$ cat config.mk
export PLATFORM = sky130hd
export DESIGN_NAME = spi_cmd_sched
export DESIGN_NICKNAME = d
export VERILOG_FILES = /design/src/rtl/spi_cmd_sched.sv
export SDC_FILE = /design/constraint.sdc
export NUM_CORES = 1
export LEC_CHECK = 0
export BUFFER_PORTS_ARGS = -buffer_cell sky130_fd_sc_hd__buf_2
export CAP_MARGIN = 15
export CELL_PAD_IN_SITES_DETAIL_PLACEMENT = 0
export CELL_PAD_IN_SITES_GLOBAL_PLACEMENT = 2
export CORE_ASPECT_RATIO = 0.8
export CORE_MARGIN = 5
export CORE_UTILIZATION = 29
export CTS_BUF_LIST = sky130_fd_sc_hd__clkbuf_4
export DETAILED_ROUTE_END_ITERATION = 12
export PLACE_DENSITY_LB_ADDON = 0.1
export SLEW_MARGIN = 5
export SYNTH_ARGS = -nofsm -noshare
export SYNTH_HDL_FRONTEND = slang
export SYNTH_SLANG_ARGS = --single-unit
$ cat constraint.sdc
create_clock -name clk -period 2.2 [get_ports clk]
set_clock_uncertainty 0.1 [all_clocks]
set_input_delay 0.44 -clock clk [delete_from_list [all_inputs] [get_ports clk]]
set_output_delay 0.44 -clock clk [all_outputs]
set_load 0.05 [all_outputs]
$ cat src/rtl/spi_cmd_sched.sv
// Scheduler between the SPI slave front end and NUM_CH peripheral channels:
// one write slot and one read slot, issued over req/ack with timeout and sticky errors.
module spi_cmd_sched #(
  parameter int          NUM_CH   = 4,
  parameter int          TIMEOUT  = 15,
  parameter logic [31:0] ERR_DATA = 32'hFFFF_FFFF
) (
  input  logic                 clk,
  input  logic                 resetn,
  input  logic [15:0]          spi_cmd,
  input  logic [7:0]           spi_addr,
  input  logic                 rd_req,
  input  logic [15:0]          spi_cmd_r,
  input  logic [7:0]           spi_addr_r,
  input  logic [39:0]          spi_data_r,
  input  logic                 spi_data_valid_r,
  input  logic                 spi_done,
  input  logic                 err_clr,
  output logic [15:0]          ch_cmd,
  output logic [7:0]           ch_addr,
  output logic [39:0]          ch_wdata,
  output logic [NUM_CH-1:0]    ch_wr_req,
  output logic [NUM_CH-1:0]    ch_rd_req,
  input  logic [NUM_CH-1:0]    ch_ack,
  input  logic [32*NUM_CH-1:0] ch_rd_data,
  output logic [31:0]          spi_data_out_r,
  output logic                 rd_done,
  output logic                 busy,
  output logic                 err_timeout,
  output logic                 err_badch,
  output logic                 err_overrun
);

  typedef enum logic [1:0] {IDLE, WR, RD} state_t;

  localparam logic [7:0] TO_LAST = 8'(TIMEOUT - 1);

  state_t              state, state_nx;
  logic [3:0]          cur_ch, cur_ch_nx;
  logic [7:0]          cnt, cnt_nx;
  logic                wr_pend, wr_pend_nx;
  logic [15:0]         wr_cmd, wr_cmd_nx;
  logic [7:0]          wr_addr, wr_addr_nx;
  logic [39:0]         wr_data, wr_data_nx;
  logic                rd_pend, rd_pend_nx;
  logic [15:0]         rd_cmd, rd_cmd_nx;
  logic [7:0]          rd_addr, rd_addr_nx;
  logic [15:0]         ch_cmd_nx;
  logic [7:0]          ch_addr_nx;
  logic [39:0]         ch_wdata_nx;
  logic [NUM_CH-1:0]   wr_req_nx, rd_req_nx;
  logic [31:0]         dout_nx;
  logic                rd_done_nx;
  logic                set_to, set_bad, set_ovr, wr_clr;
  logic                ack_hit;
  logic [31:0]         rd_sel;

  function automatic logic [NUM_CH-1:0] ch_onehot(input logic [3:0] ch);
    logic [NUM_CH-1:0] oh;
    for (int i = 0; i < NUM_CH; i++) oh[i] = (ch == 4'(i));
    return oh;
  endfunction

  function automatic logic ch_bad(input logic [15:0] cmd);
    return {1'b0, cmd[15:12]} >= 5'(NUM_CH);
  endfunction

  // Only the channel currently being served may complete the request
  always_comb begin
    ack_hit = 1'b0;
    rd_sel  = '0;
    for (int i = 0; i < NUM_CH; i++) begin
      if (cur_ch == 4'(i)) begin
        ack_hit = ch_ack[i];
        rd_sel  = ch_rd_data[i*32 +: 32];
      end
    end
  end

  always_comb begin
    state_nx    = state;
    cur_ch_nx   = cur_ch;
    cnt_nx      = cnt;
    wr_pend_nx  = wr_pend;
    wr_cmd_nx   = wr_cmd;
    wr_addr_nx  = wr_addr;
    wr_data_nx  = wr_data;
    rd_pend_nx  = rd_pend;
    rd_cmd_nx   = rd_cmd;
    rd_addr_nx  = rd_addr;
    ch_cmd_nx   = ch_cmd;
    ch_addr_nx  = ch_addr;
    ch_wdata_nx = ch_wdata;
    wr_req_nx   = '0;
    rd_req_nx   = '0;
    dout_nx     = spi_data_out_r;
    rd_done_nx  = 1'b0;
    set_to      = 1'b0;
    set_bad     = 1'b0;
    set_ovr     = 1'b0;
    wr_clr      = 1'b0;

    case (state)
      IDLE: begin
        if (wr_pend) begin
          if (ch_bad(wr_cmd)) begin
            wr_clr  = 1'b1;
            set_bad = 1'b1;
          end else begin
            state_nx    = WR;
            cur_ch_nx   = wr_cmd[15:12];
            cnt_nx      = '0;
            ch_cmd_nx   = wr_cmd;
            ch_addr_nx  = wr_addr;
            ch_wdata_nx = wr_data;
            wr_req_nx   = ch_onehot(wr_cmd[15:12]);
          end
        end else if (rd_pend && !spi_done) begin
          // The read slot is handed to the bus on issue, so a later rd_req can refill it
          rd_pend_nx = 1'b0;
          if (ch_bad(rd_cmd)) begin
            set_bad    = 1'b1;
            dout_nx    = ERR_DATA;
            rd_done_nx = 1'b1;
          end else begin
            state_nx   = RD;
            cur_ch_nx  = rd_cmd[15:12];
            cnt_nx     = '0;
            ch_cmd_nx  = rd_cmd;
            ch_addr_nx = rd_addr;
            rd_req_nx  = ch_onehot(rd_cmd[15:12]);
          end
        end
      end
      WR: begin
        if (ack_hit) begin
          state_nx = IDLE;
          wr_clr   = 1'b1;
        end else if (cnt == TO_LAST) begin
          state_nx = IDLE;
          wr_clr   = 1'b1;
          set_to   = 1'b1;
        end else begin
          cnt_nx    = cnt + 8'd1;
          wr_req_nx = ch_wr_req;
        end
      end
      RD: begin
        if (spi_done) begin
          state_nx = IDLE;
        end else if (ack_hit) begin
          state_nx   = IDLE;
          dout_nx    = rd_sel;
          rd_done_nx = 1'b1;
        end else if (cnt == TO_LAST) begin
          state_nx   = IDLE;
          set_to     = 1'b1;
          dout_nx    = ERR_DATA;
          rd_done_nx = 1'b1;
        end else begin
          cnt_nx    = cnt + 8'd1;
          rd_req_nx = ch_rd_req;
        end
      end
      default: state_nx = IDLE;
    endcase

    if (spi_done) rd_pend_nx = 1'b0;
    if (rd_req) begin
      rd_pend_nx = 1'b1;
      rd_cmd_nx  = spi_cmd;
      rd_addr_nx = spi_addr;
    end
    if (wr_clr) wr_pend_nx = 1'b0;
    // The write slot stays occupied until its request completes
    if (spi_data_valid_r) begin
      if (wr_pend) begin
        set_ovr = 1'b1;
      end else begin
        wr_pend_nx = 1'b1;
        wr_cmd_nx  = spi_cmd_r;
        wr_addr_nx = spi_addr_r;
        wr_data_nx = spi_data_r;
      end
    end
  end

  always_ff @(posedge clk or negedge resetn) begin
    if (!resetn) begin
      state          <= IDLE;
      cur_ch         <= '0;
      cnt            <= '0;
      wr_pend        <= 1'b0;
      wr_cmd         <= '0;
      wr_addr        <= '0;
      wr_data        <= '0;
      rd_pend        <= 1'b0;
      rd_cmd         <= '0;
      rd_addr        <= '0;
      ch_cmd         <= '0;
      ch_addr        <= '0;
      ch_wdata       <= '0;
      ch_wr_req      <= '0;
      ch_rd_req      <= '0;
      spi_data_out_r <= '0;
      rd_done        <= 1'b0;
      err_timeout    <= 1'b0;
      err_badch      <= 1'b0;
      err_overrun    <= 1'b0;
    end else begin
      state          <= state_nx;
      cur_ch         <= cur_ch_nx;
      cnt            <= cnt_nx;
      wr_pend        <= wr_pend_nx;
      wr_cmd         <= wr_cmd_nx;
      wr_addr        <= wr_addr_nx;
      wr_data        <= wr_data_nx;
      rd_pend        <= rd_pend_nx;
      rd_cmd         <= rd_cmd_nx;
      rd_addr        <= rd_addr_nx;
      ch_cmd         <= ch_cmd_nx;
      ch_addr        <= ch_addr_nx;
      ch_wdata       <= ch_wdata_nx;
      ch_wr_req      <= wr_req_nx;
      ch_rd_req      <= rd_req_nx;
      spi_data_out_r <= dout_nx;
      rd_done        <= rd_done_nx;
      err_timeout    <= (err_timeout & ~err_clr) | set_to;
      err_badch      <= (err_badch & ~err_clr) | set_bad;
      err_overrun    <= (err_overrun & ~err_clr) | set_ovr;
    end
  end

  assign busy = (state != IDLE) | wr_pend | rd_pend;

endmodule

==> impl_metrics.py <==
metrics = {
    "logic_synthesis": {
        "synth_top_area_cell": "dfrtp_1",
        "ys_top_cells_by_area": "dfrtp_1 56%, mux2_2 16%, mux4_2 7.8%",
        "ys_warn_count": 0,
        "ys_ff_latch": 208,
        "avgSynthCellArea_um2": 13.8,
        "synthFlopType": "dfrtp_1",
        "synthesis.area_um2": 9210,
        "seq_area_frac_synth_pct": 56.5,
        "synth_top_cell_area_share_pct": 56.5,
        "synth_cells": 668,
        "synthArstFlopShare_pct": 100,
        "synth_cell_types": 46,
        "synth_edf_count": 0,
        "synth.net_count": 900,
    },
    "grt": {
        "grt_pass1_vias": 7895,
        "overflow": 0,
        "grt_antenna_before_repair": 1,
        "grt_pass1_wl_mm": 45.3,
        "track_usage_pct": 15.9,
        "grt_start_max_net_pins": 54,
    },
    "timing": {
        "slew_headroom_pct": 69.8,
        "slew_viol_final": 0,
        "setup_viol": 0,
        "rsz0062_at_grt": "true",
        "post-route-period-util_pct": 99.1,
        "period_minus_slack_ns": 2.18,
        "tightestPinTransition_ns": 0.453,
        "fmax_ghz": 0.459,
        "finalHoldViolations": 0,
    },
    "worst_setup_path": {
        "cpPeakStageDelay_ns": 0.39,
        "crit_slowest_cell": "dfrtp_1",
        "rr_startpoint": "wr_pend$_DFF_PN0_",
        "cp-end-kind": "output port",
        "ff2ff_path_depth": 7,
        "path_class": "register to output port",
        "reg2reg_to": "cnt[3]$_DFFE_PN0P_",
        "worst-path-buf-inv": 2,
        "cp_num_cells": 5,
        "worstPathRequired_ns": 1.66,
        "cp_data_arrival_time_ns": 1.64,
        "critPathLaunch": "state[1]$_DFFE_PN0P_",
        "cpLargestDelayFamily": "flip-flops",
        "crit_fanout": 2,
        "crit_path_start_kind": "register",
        "path_cells": "inv_2, ha_4, nor2b_4, nand2b_1, buf_6",
        "crit_path_end": "busy",
        "reg2reg_slack_ns": 0.10,
    },
    "clock_tree": {
        "cts_sinks": 208,
        "h-tree-depth": 2,
        "clock_latency_ns": 0.70,
        "clk_pin_slew_ns": 0.06,
        "cts_tree": "built",
        "clock_path_buffers": 3,
        "cts-root-buf": "clkbuf_4",
        "cts_buffers": 57,
    },
    "cells_and_area": {
        "multi_input_area_um2": 3850,
        "layout.area.seq_um2": 5210,
        "nNetsFinal": 1391,
        "num-fill-cells": 3072,
        "drive_gt1_share_pct": 54.1,
        "final_cell_mix": "330 x buf_2, 205 x dfrtp_1, 134 x mux2_2, 92 x dlygate4sd3_1, 77 x clkbuf_4",
        "fin_cells": 1618,
        "area_growth_pct": 46.1,
        "design_area_um2": 13500,
        "layout_commonest_cell": "buf_2",
    },
    "die": {
        "initial_core_util_pct": 29.3,
        "die_w_um": 209,
        "fp.dieH_um": 169,
        "core_area_um2": 31400,
        "num_rows": 58,
        "ios": 335,
        "die-area_um2": 35500,
    },
    "placement": {
        "dp.final_hpwl_mm": 20.3,
        "place.gp.congestion": 0.812,
        "port_buffers": 334,
        "dp_cells": 1414,
        "post_dp_cell_area_um2": 11600,
    },
    "route": {
        "drt_pass1_iterations": 4,
        "drcViolationCount": 0,
        "route.vias.total": 7339,
        "ant_nets": 0,
        "wl_per_cell_um": 17.7,
        "viasPerCell": 4.54,
        "drtIter0Drc": 237,
        "routed_wirelength_mm": 28.7,
    },
    "min_path": {
        "min_path_type": "primary input to async pin",
    },
    "job": {
        "drv_cap": 0,
    },
    "pwr": {
        "powerDensity_nw_per_um2": 1430,
        "p_leak_nw": 6.29,
        "vdd_drop_max_mv": 0.979,
    },
    "run_status": {
        "status": "completed",
    },
}
-- area by class of cell --
| cell class | instances | area share [%] |
|---|---|---|
| sequential | 208 | 38.7 |
| multi-input combinational | 409 | 28.6 |
| timing repair buffer | 475 | 23.6 |
| clock buffer | 77 | 4.29 |
| tap | 420 | 3.90 |
| clock inverter | 20 | 0.651 |
| inverter | 8 | 0.223 |
| antenna | 1 | 0.0186 |
-- sequential cells by signal, summed over array words and instances, names as in the netlist, 2 cells and up --
register,flops
ch_wdata,40
wr_data,40
spi_data_out_r,32
ch_cmd,16
rd_cmd,16
wr_cmd,16
ch_addr,8
cnt,8
rd_addr,8
wr_addr,8
ch_rd_req,4
ch_wr_req,4
state,2
-- worst min-delay path by stage --
stage / from / cells past startpoint / to / slack (ns)
3_3_place_gp: resetn / 1 / rd_addr[6]$_DFFE_PN0P_ / 0.24
6_report: resetn / 2 / rd_addr[6]$_DFFE_PN0P_ / 0.13
3_5_place_dp: resetn / 1 / rd_addr[6]$_DFFE_PN0P_ / 0.24
2_1_floorplan: resetn / 0 / ch_addr[0]$_DFFE_PN0P_ / 0.04
4_1_cts: resetn / 2 / rd_addr[6]$_DFFE_PN0P_ / 0.03
5_1_grt: resetn / 2 / ch_cmd[4]$_DFFE_PN0P_ / 0.08
-- routing by layer --
metal,GRT usage [%],vias to the layer above,share of wire (%)
met5,0,-,0
met4,5.02,0,2.1
met3,5.08,42,7.5
met2,25.6,229,47
met1,20.6,3579,44
li1,-,3489,-
-- logic make-up after synthesis --
kind of cell    Yosys count  synth area share (%)
flops                   208                  56.5
mux                     191                  26.9
simple gates            123                  6.27
compound gates           89                  7.17
buf+inv                  51                  2.32
fa+ha+maj                 6                 0.815
-- power by group --
part           switching [W]  internal [W]  total (W)
Clock                0.00161       0.00162    0.00323
Combinational        0.00587       0.00389    0.00976
Sequential          0.000833       0.00537    0.00621
-- Yosys cell counts (all sizes together), types with 2 or more instances --
cell / instances
nand2b: 6
o31ai: 4
nand2: 71
nor3: 2
a21oi: 4
mux4: 32
nand3: 8
nor2: 9
o311ai: 4
o22ai: 4
buf: 22
and3: 4
nor3b: 2
ha: 6
clkbuf: 21
mux2: 134
dfrtp: 208
o41ai: 3
and2: 3
inv: 8
mux2i: 25
or3b: 2
a2bb2oi: 33
nand4: 2
a31oi: 2
o21ai: 28
or4: 3
nor2b: 4
or3: 3
-- through the flow --
step                total power, W  hold WS [ns]  setup TNS (ns)  setup WS, ns  utilization (%)
floorplan                   0.0129        0.0444               0        0.0137                -
global placement            0.0155         0.240               0         0.119             37.0
detailed placement          0.0156         0.241               0        0.0787             37.0
CTS                         0.0195        0.0349         -0.0679       -0.0679             42.7
global route                0.0205        0.0769          -0.119        -0.119             42.8
finish                      0.0192         0.129               0        0.0201             42.8
-- worst reg2reg max path: stages (launching register included) --
cell and delay, ns:
dfrtp_2 0.41, buf_6 0.13, or3b_4 0.41, o311ai_4 0.11, nand2_1 0.12, buf_4 0.17
or3_1 0.36, o311ai_2 0.21
-- what timing repair did --
item / 4_1_cts / 5_1_grt
endpoints found under the setup margin: 3 / 14
hold endpoints to repair: 299 / 0
pin swaps: 1 / 2
gates resized for setup: 16 / 6
hold buffers: 92 / 0
setup buffers: 9 / 3
cloned: 2 / 0
Note: power is estimated with default switching activity, not from simulation.
